$ cat src/rtl/serial_adder.sv
// Bit-serial adder/subtractor: one full-adder cell and a carry flop, LSB first over WIDTH cycles.
// Start/busy/done handshake with a registered sum, carry-out and signed-overflow result.
module serial_adder #(
    parameter int unsigned WIDTH = 8,
    localparam int unsigned CNT_W = $clog2(WIDTH)
) (
    input  logic             clk,
    input  logic             rst,
    input  logic             start,
    input  logic             sub,
    input  logic [WIDTH-1:0] x,
    input  logic [WIDTH-1:0] y,
    output logic [WIDTH-1:0] sum,
    output logic             carry,
    output logic             overflow,
    output logic             busy,
    output logic             done
);

    localparam logic [CNT_W-1:0] CntLast = CNT_W'(WIDTH - 1);
    localparam logic [CNT_W-1:0] CntMsb  = CNT_W'(WIDTH - 2);

    typedef enum logic [1:0] {StIdle, StRun, StDone} state_e;

    state_e           state_q;
    logic [WIDTH-1:0] a_q, b_q, acc_q;
    logic [CNT_W-1:0] cnt_q;
    logic             c_q, c_msb_q;
    logic             s, c_next;

    assign s      = a_q[0] ^ b_q[0] ^ c_q;
    assign c_next = (a_q[0] & b_q[0]) | (a_q[0] & c_q) | (b_q[0] & c_q);

    always_ff @(posedge clk or posedge rst) begin
        if (rst) begin
            state_q  <= StIdle;
            a_q      <= '0;
            b_q      <= '0;
            acc_q    <= '0;
            cnt_q    <= '0;
            c_q      <= 1'b0;
            c_msb_q  <= 1'b0;
            sum      <= '0;
            carry    <= 1'b0;
            overflow <= 1'b0;
            busy     <= 1'b0;
            done     <= 1'b0;
        end else begin
            unique case (state_q)
                StIdle, StDone: begin
                    done <= 1'b0;
                    if (start) begin
                        // Subtraction is x + ~y + 1: invert y and seed the carry with 1.
                        a_q     <= x;
                        b_q     <= sub ? ~y : y;
                        c_q     <= sub;
                        cnt_q   <= '0;
                        busy    <= 1'b1;
                        state_q <= StRun;
                    end else begin
                        state_q <= StIdle;
                    end
                end
                StRun: begin
                    c_q   <= c_next;
                    a_q   <= a_q >> 1;
                    b_q   <= b_q >> 1;
                    acc_q <= {s, acc_q[WIDTH-1:1]};
                    cnt_q <= cnt_q + 1'b1;
                    if (cnt_q == CntMsb) begin
                        c_msb_q <= c_next;
                    end
                    if (cnt_q == CntLast) begin
                        sum      <= {s, acc_q[WIDTH-1:1]};
                        carry    <= c_next;
                        overflow <= c_msb_q ^ c_next;
                        cnt_q    <= '0;
                        busy     <= 1'b0;
                        done     <= 1'b1;
                        state_q  <= StDone;
                    end
                end
                default: begin
                    busy    <= 1'b0;
                    done    <= 1'b0;
                    state_q <= StIdle;
                end
            endcase
        end
    end

endmodule

$ cat config.mk
export PLATFORM = sky130hd
export DESIGN_NAME = serial_adder
export DESIGN_NICKNAME = d
export VERILOG_FILES = /design/src/rtl/serial_adder.sv
export SDC_FILE = /design/constraint.sdc
export NUM_CORES = 1
export LEC_CHECK = 0
export BUFFER_PORTS_ARGS = -buffer_cell sky130_fd_sc_hd__buf_2
export CAP_MARGIN = 40
export CORE_MARGIN = 2
export CORE_UTILIZATION = 54
export CTS_BUF_LIST = sky130_fd_sc_hd__clkbuf_8
export CTS_CLUSTER_SIZE = 40
export DETAILED_ROUTE_END_ITERATION = 6
export MAX_ROUTING_LAYER = met4
export PLACE_DENSITY_LB_ADDON = 0.3
export RECOVER_POWER = 25
export SLEW_MARGIN = 20
export SYNTH_ARGS = -nofsm -noshare
export SYNTH_HDL_FRONTEND = slang
export SYNTH_SLANG_ARGS = --single-unit
$ cat constraint.sdc
create_clock -name clk -period 2.1 [get_ports clk]
set_clock_uncertainty 0.2 [all_clocks]
set_input_delay 0.315 -clock clk [delete_from_list [all_inputs] [get_ports clk]]
set_output_delay 0.315 -clock clk [all_outputs]
set_load 0.1 [all_outputs]
# Yosys cells after proc, flatten, opt, wreduce, memory -nomap -nowiden
# Index checks and enable logic that the tools add are counted.
dict set report totals {
  register_bits 43
  output_inout_bits 12
  word_cells 53
}
dict set report classes {
  n_addsub 1
  eq_ne 6
  muxes 18
  n_bitwise 9
  reduce_logical 7
}
# operator count
set op_table {}
lappend op_table {{$pmux W8 S2} 2}
lappend op_table {{$mux W8} 3}
lappend op_table {{$not A8 Y8} 1}
lappend op_table {{$reduce_and A2 Y1} 4}
lappend op_table {{$eq A3 B3 Y1 const B} 2}
lappend op_table {{$mux W1} 6}
lappend op_table {{$mux W3} 2}
lappend op_table {{$pmux W3 S2} 1}
lappend op_table {{$ne A2 B2 Y1 const B} 2}
lappend op_table {{$pmux W1 S2} 2}
lappend op_table {{$pmux W2 S2} 1}
lappend op_table {{$add A3 B1 Y3 const B} 1}
lappend op_table {{$and A1 B1 Y1} 3}
lappend op_table {{$xor A1 B1 Y1} 3}
lappend op_table {{$eq A2 B1 Y1 const B} 1}
lappend op_table {{$eq A2 B2 Y1 const B} 1}
lappend op_table {{$logic_not A2 Y1} 1}
lappend op_table {{$mux W2} 1}
lappend op_table {{$or A1 B1 Y1} 2}
lappend op_table {{$reduce_bool A2 Y1} 1}
lappend op_table {{$reduce_or A2 Y1} 1}

# Logic depth before layout (Yosys ltp)
# Gate-level depths: netlist of run 1.
dict set report depth {
  depth_word 4
  mapped_depth 6
  ltp_nobuf 5
}

# Worst setup path before layout of run 1
# No wires, ideal clock.
dict set report synth_path {
  path_type {register -> register}
  startpoint {reg cnt_q[0]}
  endpoint {reg carry}
  setup_ns 0.126
  arrival_time_ns 1.483
  t_required_ns 1.774
  slack_ns 0.291
  stages_incl_launch_ff 6
  n_path_buf 1
  path_cell_list {dfrtp_1 -> ha_1 -> ha_1 -> nand3b_1 -> buf_2 -> mux2_2}
}
dict set report synth_between {
  elab_chain_len 2
}
# item line_no
set synth_lines {}
lappend synth_lines {{start: declaration} 27} ;# logic [CNT_W-1:0] cnt_q;
lappend synth_lines {{start signal: assignment} 69} ;# cnt_q <= cnt_q + 1'b1;
lappend synth_lines {{$eq A3 B3 Y1} 73} ;# if (cnt_q == CntLast) begin
lappend synth_lines {{$reduce_and A2 Y1 (no source line)} n/a}
lappend synth_lines {{end signal: assignment} 75} ;# carry <= c_next;
lappend synth_lines {{end: declaration} 14} ;# output logic carry,
# Every way passes these cells.
# A chain may end at the register's enable or synchronous reset.

# Worst setup path in the final report of run 1
dict set report layout_path {
  startpoint {reg cnt_q[0]}
  endpoint {reg sum[4]}
}
dict set report layout_between {
  elab_chain_len 2
}
# item line_no
set layout_lines {}
lappend layout_lines {{$eq A3 B3 Y1} 73}
lappend layout_lines {{$reduce_and A2 Y1 (no source line)} n/a}
lappend layout_lines {{end signal: assignment} 74} ;# sum <= {s, acc_q[WIDTH-1:1]};
lappend layout_lines {{end: declaration} 13} ;# output logic [WIDTH-1:0] sum,
# Every way passes these cells.

==> flow_metrics.py, run 1 <==
metrics = {
    "critical_path": {
        "worst_path_cell_with_the_longest_stage_delay": "sky130_fd_sc_hd__dfrtp_1",
        "regToRegStartpoint": "cnt_q[0]",
        "worst_path_max_fanout": 12,
        "crit_start_category": "flop",
        "crit_type": "reg2reg",
        "cp.required_ns": 2.08,
        "arrival_ns": 1.80,
        "ff2ff_setup_slack_ns": 0.28,
        "worst_r2r_path_depth": 5,
        "critical-path-top-delay-family": "adder cells",
        "crit_path_end_kind": "flop",
        "critPathMostFrequentCell": "sky130_fd_sc_hd__ha_1",
        "max_stage_delay_ns": 0.42,
        "worst_flop_to_flop_path_endpoint": "sum[4]",
        "buffer_and_inverter_count_on_the_worst_path": 1,
        "worstPathCellList": "ha_1 > ha_1 > nand3b_1 > buf_4 > mux2_2",
    },
    "routing": {
        "drt.antenna.violating_nets": 0,
        "detail_route.wirelength_um": 3226,
        "drt_first_pass_iters": 4,
        "detailroute.via_count": 1257,
        "detail_route.wl_per_cell_um": 13.55,
        "mean_number_of_vias_per_cell": 5.282,
        "detail_route.iter0.violations": 65,
        "drcViolationCount": 0,
    },
    "hold_path": {
        "hold_depth": 3,
        "hold_class": "in2reg",
        "hold_path_origin": "x[1]",
        "timing.hold.worst_endpoint": "a_q[1]",
    },
    "grt": {
        "grt.met1_usage_pct": 25.20,
        "grtUsageMet2_pct": 31.25,
        "top_usage_layer": "met2",
        "grt_util_met3_pct": 6.625,
        "grt_first_pass_wirelength_um": 5395,
        "grt-ovfl-total": 0,
        "grt_util_all_layers_pct": 20.30,
        "largest_net_degree_at_the_start_of_global_routing": 43,
        "grt_pass1_vias": 1203,
        "grt_antenna_before_repair": 0,
    },
    "floorplan": {
        "start_util_pct": 55.31,
        "die_h_um": 62,
        "placementRows": 21,
        "core_sq_um": 3284,
        "dieArea_sq_um": 3844,
        "dieWidth_um": 62,
        "ios": 32,
    },
    "place": {
        "io_buffer_count": 31,
        "dp.final_hpwl_um": 2221,
        "routabilityCongestion": 0.7631,
    },
    "clocking": {
        "cts_buffer_depth": 2,
        "clock_tree_from_tritoncts": "done",
        "clk_root_buffer_cell": "sky130_fd_sc_hd__clkbuf_8",
        "numClockSinks": 42,
        "cts.htree.levels": 2,
        "clock_latency_late_sink_ns": 0.29,
        "cts_made_buffers": 5,
        "worst_setup_hold_path_clk_slew_ns": 0.08,
    },
    "yosys": {
        "main_combinational_cell_family_by_area_after_synthesis": "simple AND/OR/NAND/NOR gates",
        "synth_top_cell_area_share_pct": 57.85,
        "synth_compound_gate_area_share_pct": 10.26,
        "ys_ff_latch": 42,
        "avg_synthesized_cell_area_sq_um": 11.35,
        "ys_types": 25,
        "synth_sequential_area_ratio_pct": 57.85,
        "mappedNetlistNets": 184,
        "ys_warns": 0,
        "synthesis.area_sq_um": 1817,
        "yosys-top-cells-area": "sky130_fd_sc_hd__dfrtp_1 (58%), sky130_fd_sc_hd__nand2_1 (6.6%), sky130_fd_sc_hd__mux2_2 (6.2%)",
        "yosys.area.top_type": "sky130_fd_sc_hd__dfrtp_1",
        "synth-xor-area-share_pct": 4.339,
        "muxShareOfSynthArea_pct": 6.198,
        "synth_simple_gate_area_share_pct": 13.71,
        "post_synth_inst_count": 160,
        "post_synthesis_share_of_cell_area_spent_on_full_adders_half_adders_and_majority_gates_pct": 3.168,
    },
    "sta": {
        "grt_setup_unrepaired": "false",
        "timing.final.hold_violations": 0,
        "whs_ns": 0.03325,
        "finalWorstPathRequiredPeriod_ns": 1.823,
        "worst_pin_slew_ns": 0.9884,
        "setup_viol_count_final": 0,
        "finalSetupTns_ns": 0,
        "slew_margin_rel_pct": 34.11,
        "post-route-period-util_pct": 86.81,
        "final-max-slew-violation-count": 0,
        "max_freq_ghz": 0.5485,
    },
    "final_layout": {
        "final_core_util_pct": 63.43,
        "area.growth.synth_to_final_pct": 14.67,
        "drive_above_1_share_pct": 27.60,
        "antenna_cells_inserted": 0,
        "fillCellCount": 270,
        "design.final.nets": 215,
    },
    "job": {
        "maxCapViolCount": 0,
    },
    "status": {
        "outcome": "complete, no violations",
    },
}
==> worst max path at each step <==
stage	from	to	slack [ns]	depth (start not counted)
3_3_place_gp	start	b_q[0]	0.21	4
4_1_cts	state_q[0]	b_q[4]	0.11	3
5_1_grt	rst	b_q[5]	0.15	4
2_1_floorplan	cnt_q[0]	carry	0.29	5
3_5_place_dp	start	b_q[5]	0.16	4
6_report	cnt_q[0]	sum[4]	0.28	5
==> per-layer routing <==
layer | share of wire, % | up-vias | wire, um
li1 | - | 607 | -
met1 | 46 | 607 | 1468
met2 | 48 | 38 | 1533
met3 | 5.5 | 5 | 176
met4 | 1.5 | 0 | 48
met5 | 0 | - | 0
==> tightest hold or removal path: cells and delay by family <==
kind,cells,cell delay (ns)
buffers and inverters,1,0.08
AO/OA/AOI/OAI,1,0.05
AND/OR/NAND/NOR,1,0.05
==> synthesized netlist by cell type (all sizes together) <==
cell type,n
o31ai,1
buf,8
a22oi,8
ha,3
clkbuf,3
nand2b,2
xnor2,8
mux2,10
dfrtp,42
inv,3
nor2b,1
xor2,1
nor2,10
a21o,1
nand2,32
a221o,7
a22o,3
and2b,1
nand3b,1
o21ai,3
nand3,10
fa,1
nor3,1
==> state kept, by name, indices dropped and copies added, names as in the netlist <==
name and count:
a_q 8, b_q 8, sum 8, acc_q 7, cnt_q 3, state_q 2, busy 1, c_msb_q 1
c_q 1, carry 1, done 1, overflow 1
==> cells in the final DEF (no fill, tap or decap), types with 3 or more instances in the layout <==
master and n:
sky130_fd_sc_hd__nand3_1 10, sky130_fd_sc_hd__dfrtp_1 42, sky130_fd_sc_hd__buf_2 31, sky130_fd_sc_hd__a22o_1 3, sky130_fd_sc_hd__xnor2_1 8, sky130_fd_sc_hd__clkbuf_8 6, sky130_fd_sc_hd__a221o_1 7, sky130_fd_sc_hd__nor2_1 9
sky130_fd_sc_hd__mux2_2 10, sky130_fd_sc_hd__o21ai_0 3, sky130_fd_sc_hd__ha_1 3, sky130_fd_sc_hd__nand2_1 32, sky130_fd_sc_hd__inv_1 4, sky130_fd_sc_hd__a22oi_1 8
==> through the flow <==
| step | worst slack [ns] | instances | cell area (sq um) |
|---|---|---|---|
| after floorplan | 0.2913 | 160 | 1817 |
| after CTS | 0.1137 | 238 | 2083 |
| after detailed placement | 0.1556 | 229 | 1982 |
| after global routing | 0.1540 | 238 | 2083 |
| final | 0.2770 | 238 | 2083 |
| after global placement | 0.2110 | 229 | 1982 |
==> area by class of cell <==
type / count / area (sq um) / share of cell area [%]
tap: 46 / 57.56 / 2.763
clock buffer: 6 / 82.58 / 3.964
multi-input combinational: 104 / 686.9 / 32.97
timing repair buffer: 35 / 185.2 / 8.889
inverter: 3 / 11.26 / 0.5405
clock inverter: 2 / 8.758 / 0.4204
sequential: 42 / 1051 / 50.45
==> kinds of logic (layout without fill, tap and decap cells) <==
kind of cell | after synthesis | after routing
flops | 42 | 42
mux | 10 | 10
simple gates | 58 | 58
compound gates | 23 | 23
fa+ha+maj | 4 | 4
xor+xnor | 9 | 9
buf+inv | 14 | 46
==> timing repair <==
action | in CTS | in global routing
hold buffers | 1 | 0
setup endpoints to repair | 0 | 1
buffers inserted | 0 | 0
gates resized for setup | 0 | 1
hold endpoints to repair | 42 | 0
Power of run 1 is not shown: default switching activity piles up to over one toggle a cycle in this logic, so the estimate is an artifact.
==> run 2: changes to the inputs <==
--- a/config.mk
+++ b/config.mk
@@ -7,11 +7,14 @@
 export LEC_CHECK = 0
 export BUFFER_PORTS_ARGS = -buffer_cell sky130_fd_sc_hd__buf_2
 export CAP_MARGIN = 40
+export CELL_PAD_IN_SITES_DETAIL_PLACEMENT = 0
+export CELL_PAD_IN_SITES_GLOBAL_PLACEMENT = 1
 export CORE_MARGIN = 2
-export CORE_UTILIZATION = 54
+export CORE_UTILIZATION = 26
 export CTS_BUF_LIST = sky130_fd_sc_hd__clkbuf_8
 export CTS_CLUSTER_SIZE = 40
 export DETAILED_ROUTE_END_ITERATION = 6
+export GPL_TIMING_DRIVEN = 0
 export MAX_ROUTING_LAYER = met4
 export PLACE_DENSITY_LB_ADDON = 0.3
 export RECOVER_POWER = 25
==> run 2 against run 1 <==
Net effect:
- global-route usage down 9.4 points
- worst hold slack better by 0.0046 ns
- sequential share of layout area down 3.4 points
- first-iteration DRC count down 7.7%
- critical path depth unchanged
- final cell count up 24%
- register-to-register slack worse by 0.16 ns
- setup slack worse by 0.16 ns
- via count up 0.32%
- clock-buffer cell count down 1
==> flow_metrics.py, run 2 (same netlist as run 1, synthesis figures left out) <==
metrics = {
    "status": {
        "outcome": "complete, no violations",
    },
    "critical_path": {
        "path_depth": 5,
        "max_stage_delay_ns": 0.42,
        "regToRegStartpoint": "cnt_q[0]",
        "critical-path-top-delay-family": "adder cells",
        "crit_path_end_kind": "flop",
        "worst_flop_to_flop_path_endpoint": "sum[6]",
        "worst_r2r_path_depth": 5,
        "crit_start_category": "flop",
        "buffer_and_inverter_count_on_the_worst_path": 1,
        "cp.required_ns": 2.08,
        "critical_path.startpoint": "cnt_q[0]",
        "ff2ff_setup_slack_ns": 0.12,
        "timing.critical_path.to": "sum[6]",
        "arrival_ns": 1.96,
        "worstPathCellList": "ha_1 > ha_1 > nand3b_1 > clkbuf_4 > mux2_2",
        "crit_type": "reg2reg",
        "worst_path_cell_with_the_longest_stage_delay": "sky130_fd_sc_hd__dfrtp_1",
        "critPathMostFrequentCell": "sky130_fd_sc_hd__ha_1",
        "worst_path_max_fanout": 10,
    },
    "grt": {
        "grt_pass1_vias": 1308,
        "grt_antenna_before_repair": 0,
        "grt_first_pass_wirelength_um": 6299,
        "grt-ovfl-total": 0,
        "largest_net_degree_at_the_start_of_global_routing": 28,
        "grt_util_all_layers_pct": 10.93,
    },
    "final_layout": {
        "final_core_util_pct": 32.85,
        "layoutNonFillerInstCount": 296,
        "antenna_cells_inserted": 0,
        "mostFrequentLayoutCells": "sky130_fd_sc_hd__dfrtp_1 (42), sky130_fd_sc_hd__buf_2 (34), sky130_fd_sc_hd__nand2_1 (32), sky130_fd_sc_hd__nand3_1 (10), sky130_fd_sc_hd__mux2_2 (10)",
        "design.final.nets": 223,
        "area.growth.synth_to_final_pct": 22.86,
        "top_regs": "a_q: 8 flops, b_q: 8 flops, sum: 8 flops",
        "layout.cells.most_common": "sky130_fd_sc_hd__dfrtp_1",
        "drive_above_1_share_pct": 29.00,
        "fillCellCount": 696,
    },
    "clocking": {
        "clock_tree_from_tritoncts": "done",
        "clk_root_buffer_cell": "sky130_fd_sc_hd__clkbuf_8",
        "clock_latency_late_sink_ns": 0.29,
        "cts_buffer_depth": 2,
        "worst_setup_hold_path_clk_slew_ns": 0.08,
        "cts.htree.levels": 2,
        "cts.repair_timing.setup_buffer_count": 0,
        "cts_made_buffers": 5,
        "numClockSinks": 42,
    },
    "routing": {
        "drt.antenna.violating_nets": 0,
        "mean_number_of_vias_per_cell": 4.260,
        "detailroute.via_count": 1261,
        "detail_route.wl_per_cell_um": 12.38,
        "drt_first_pass_iters": 4,
        "drcViolationCount": 0,
        "detail_route.iter0.violations": 60,
        "detail_route.wirelength_um": 3663,
    },
    "sta": {
        "post-route-period-util_pct": 94.35,
        "setup_viol_count_final": 0,
        "finalSetupTns_ns": 0,
        "grt_setup_unrepaired": "false",
        "finalWorstPathRequiredPeriod_ns": 1.981,
        "final-max-slew-violation-count": 0,
        "timing.final.hold_violations": 0,
        "max_freq_ghz": 0.5047,
        "whs_ns": 0.03782,
        "worst_pin_slew_ns": 0.6926,
        "slew_margin_rel_pct": 53.77,
    },
    "job": {
        "maxCapViolCount": 0,
    },
    "place": {
        "io_buffer_count": 30,
        "dp.final_hpwl_um": 2589,
        "routabilityCongestion": 0.7043,
        "place_inst": 287,
    },
    "floorplan": {
        "ios": 32,
        "core_sq_um": 6794,
        "dieWidth_um": 87.59,
        "start_util_pct": 26.74,
        "dieArea_sq_um": 7672,
        "placementRows": 30,
        "die_h_um": 87.59,
    },
    "hold_path": {
        "hold_class": "in2reg",
    },
}
[run 2: worst min-delay path: cells and delay by family]
family / cells / cell delay [ns]
AND/OR/NAND/NOR: 1 / 0.05
buffers and inverters: 1 / 0.08
AO/OA/AOI/OAI: 1 / 0.05
[run 2: worst min-delay path by stage]
stage / from / to / slack (ns) / cells after the start
after floorplan: acc_q[1] / acc_q[1] / 0.24 / 2
after global placement: acc_q[1] / acc_q[1] / 0.26 / 2
after detailed placement: rst / sum[3] / 0.12 / 2
after CTS: x[5] / a_q[5] / 0.03 / 3
after global routing: x[5] / a_q[5] / 0.03 / 3
final: x[0] / a_q[0] / 0.04 / 3
[run 2: metrics by stage]
stage	worst slack, ns	cell area [sq um]
detailed placement	0.09032	2107
global placement	-0.07049	2087
global route	0.01442	2232
floorplan	0.2913	1817
finish	0.1186	2232
CTS	0.06766	2230
[run 2: cell type report]
cell class                 instances  area, sq um  share of cell area [%]
tap                               96        120.1                   5.381
clock buffer                       5        68.82                   3.083
multi-input combinational        104        684.4                   30.66
timing repair buffer              32        180.2                   8.072
inverter                           3        11.26                  0.5045
clock inverter                     3        43.79                   1.962
buffer                            11        72.57                   3.251
sequential                        42         1051                   47.09
[run 2: per-layer routing]
| layer | GRT usage, % | vias to the layer above | wire [um] | share of wire, % |
|---|---|---|---|---|
| met3 | 3.016 | 0 | 171 | 4.7 |
| li1 | - | 622 | - | - |
| met1 | 13.84 | 608 | 1790 | 49 |
| met5 | - | - | 0 | 0 |
| met2 | 17.49 | 31 | 1701 | 46 |
| met4 | 2.517 | 0 | 0 | 0 |
[run 2: repair_timing]
item,in CTS,in global routing
endpoints found under the hold margin,15,0
resized for setup,0,1
setup endpoints to repair,0,7
hold buffers,1,0
Power of run 2 is left out for the same reason.
==> run 3: changes to the inputs <==
--- a/config.mk
+++ b/config.mk
@@ -9,13 +9,11 @@
 export CAP_MARGIN = 40
 export CELL_PAD_IN_SITES_DETAIL_PLACEMENT = 0
 export CELL_PAD_IN_SITES_GLOBAL_PLACEMENT = 1
-export CORE_MARGIN = 2
 export CORE_UTILIZATION = 26
 export CTS_BUF_LIST = sky130_fd_sc_hd__clkbuf_8
 export CTS_CLUSTER_SIZE = 40
 export DETAILED_ROUTE_END_ITERATION = 6
 export GPL_TIMING_DRIVEN = 0
-export MAX_ROUTING_LAYER = met4
 export PLACE_DENSITY_LB_ADDON = 0.3
 export RECOVER_POWER = 25
 export SLEW_MARGIN = 20
==> run 3 against run 2 <==
Net effect:
- utilization shrank 0.095 points
- final cell count shrank 5.4%
- clock-buffer cell count is the same
- global-route usage grew 0.15 points
- maximum frequency shrank 0.23%
- critical path depth is the same
- die area shrank 4.5%
- cell area shrank 0.84%
- worst hold slack lost 0.0047 ns
- largest cell class unchanged
- wire length grew 0.16%
- first-iteration DRC count shrank 10%
==> flow_metrics.py, run 3 (same netlist as run 1, synthesis figures left out) <==
metrics = {
    "critical_path": {
        "arrival_ns": 1.96,
        "ff2ff_setup_slack_ns": 0.11,
        "crit_start_category": "flop",
        "cp.required_ns": 2.08,
        "worst_path_max_fanout": 10,
        "worst_r2r_path_depth": 5,
        "worst_flop_to_flop_path_endpoint": "sum[5]",
        "crit_path_end_kind": "flop",
        "regToRegStartpoint": "cnt_q[0]",
        "crit_type": "reg2reg",
    },
    "sta": {
        "slew_margin_rel_pct": 39.36,
        "post-route-period-util_pct": 94.57,
        "grt_setup_unrepaired": "false",
        "finalSetupTns_ns": 0,
        "setup_viol_count_final": 0,
        "finalWorstPathRequiredPeriod_ns": 1.986,
        "final-max-slew-violation-count": 0,
        "timing.final.hold_violations": 0,
        "worst_pin_slew_ns": 0.9086,
        "max_freq_ghz": 0.5035,
    },
    "routing": {
        "drt.antenna.violating_nets": 0,
        "drcViolationCount": 0,
        "drt_first_pass_iters": 4,
        "detail_route.wirelength_um": 3669,
        "mean_number_of_vias_per_cell": 4.550,
        "detailroute.via_count": 1274,
        "detail_route.wl_per_cell_um": 13.10,
        "detail_route.iter0.violations": 54,
    },
    "clocking": {
        "cts_buffer_depth": 2,
        "cts.repair_timing.setup_buffer_count": 0,
        "cts.htree.levels": 2,
        "clock_tree_from_tritoncts": "done",
        "numClockSinks": 42,
        "clk_root_buffer_cell": "sky130_fd_sc_hd__clkbuf_8",
        "cts_made_buffers": 5,
        "clock_latency_late_sink_ns": 0.29,
        "worst_setup_hold_path_clk_slew_ns": 0.08,
    },
    "grt": {
        "grt_antenna_before_repair": 0,
        "grt_pass1_vias": 1301,
        "grt_first_pass_wirelength_um": 6313,
        "grtUsageMet2_pct": 17.24,
        "grt_util_met3_pct": 2.984,
        "largest_net_degree_at_the_start_of_global_routing": 23,
        "grt.met1_usage_pct": 15.01,
        "grt_util_all_layers_pct": 11.08,
        "top_usage_layer": "met2",
        "grt-ovfl-total": 0,
    },
    "floorplan": {
        "dieWidth_um": 85.59,
        "dieArea_sq_um": 7326,
        "core_sq_um": 6756,
        "ios": 32,
        "die_h_um": 85.59,
        "placementRows": 30,
        "start_util_pct": 26.89,
    },
    "hold_path": {
        "timing.hold.worst_endpoint": "a_q[5]",
        "hold_class": "in2reg",
        "hold_depth": 3,
        "hold_path_origin": "x[5]",
    },
    "final_layout": {
        "layout.cells.most_common": "sky130_fd_sc_hd__dfrtp_1",
        "top_regs": "a_q: 8 flops, b_q: 8 flops, sum: 8 flops",
        "fillCellCount": 710,
        "drive_above_1_share_pct": 28.00,
        "mostFrequentLayoutCells": "sky130_fd_sc_hd__dfrtp_1 (42), sky130_fd_sc_hd__buf_2 (34), sky130_fd_sc_hd__nand2_1 (32), sky130_fd_sc_hd__nand3_1 (10), sky130_fd_sc_hd__mux2_2 (10)",
        "antenna_cells_inserted": 0,
        "area.growth.synth_to_final_pct": 21.83,
        "design.final.nets": 223,
    },
    "place": {
        "dp.final_hpwl_um": 2595,
        "io_buffer_count": 30,
        "routabilityCongestion": 0.6725,
    },
    "status": {
        "outcome": "complete, no violations",
    },
    "job": {
        "maxCapViolCount": 0,
    },
}
[run 3: cell types whose count changed in the layout (fill, tap and decap cells not counted)]
cell	change
sky130_fd_sc_hd__clkinv_2	-1
sky130_fd_sc_hd__inv_6	-1
sky130_fd_sc_hd__buf_12	-1
sky130_fd_sc_hd__inv_1	+2
sky130_fd_sc_hd__buf_16	+1
[run 3: worst max-delay path, stage by stage (launching register included)]
cell                       delay (ns)
sky130_fd_sc_hd__dfrtp_1         0.43
sky130_fd_sc_hd__ha_1            0.22
sky130_fd_sc_hd__ha_1            0.25
sky130_fd_sc_hd__nand3b_1        0.18
sky130_fd_sc_hd__clkbuf_4        0.25
sky130_fd_sc_hd__mux2_2          0.35
[run 3: worst max-delay path by stage]
stage	slack, ns	startpoint	depth (start not counted)	endpoint
after floorplan	0.29	cnt_q[0]	5	carry
after global placement	-0.07	rst	2	a_q[5]
after detailed placement	0.08	cnt_q[0]	5	carry
after CTS	0.06	cnt_q[0]	5	carry
after global routing	0.03	cnt_q[0]	5	sum[7]
final	0.11	cnt_q[0]	5	sum[5]
[run 3: timing repair]
item	4_1_cts	5_1_grt
endpoints found under the hold margin	21	0
gates resized for setup	0	1
hold buffers	1	0
endpoints found under the setup margin	0	7
[run 3: final cells by class]
cell class              instances  area [sq um]  area share (%)
clock buffers                   5         68.82           3.109
plain buffers                  11         72.57           3.279
repair buffers                 32         187.7           8.479
well taps                      80         100.1           4.522
inverters                       3         11.26          0.5088
clock inverters                 3         37.54           1.696
flip-flops and latches         42          1051           47.48
multi-input cells             104         684.4           30.92
[run 3: per-stage QoR]
step | utilization, % | cells | setup WS (ns) | hold WS [ns] | cell area [sq um]
after floorplan | - | 160 | 0.2913 | 0.2418 | 1817
after global placement | 30.59 | 270 | -0.06620 | 0.2629 | 2067
after detailed placement | 31.00 | 271 | 0.08230 | 0.1779 | 2095
after CTS | 32.72 | 280 | 0.06382 | 0.02890 | 2211
after global routing | 32.76 | 280 | 0.02660 | 0.03995 | 2213
final | 32.76 | 280 | 0.1140 | 0.03311 | 2213
[run 3: per-layer routing]
metal  wire (um)  share of wire, %
met1        1851                50
met4          31              0.84
met3         175               4.8
met5           0                 0
met2        1610                44
Power of run 3 is left out for the same reason.
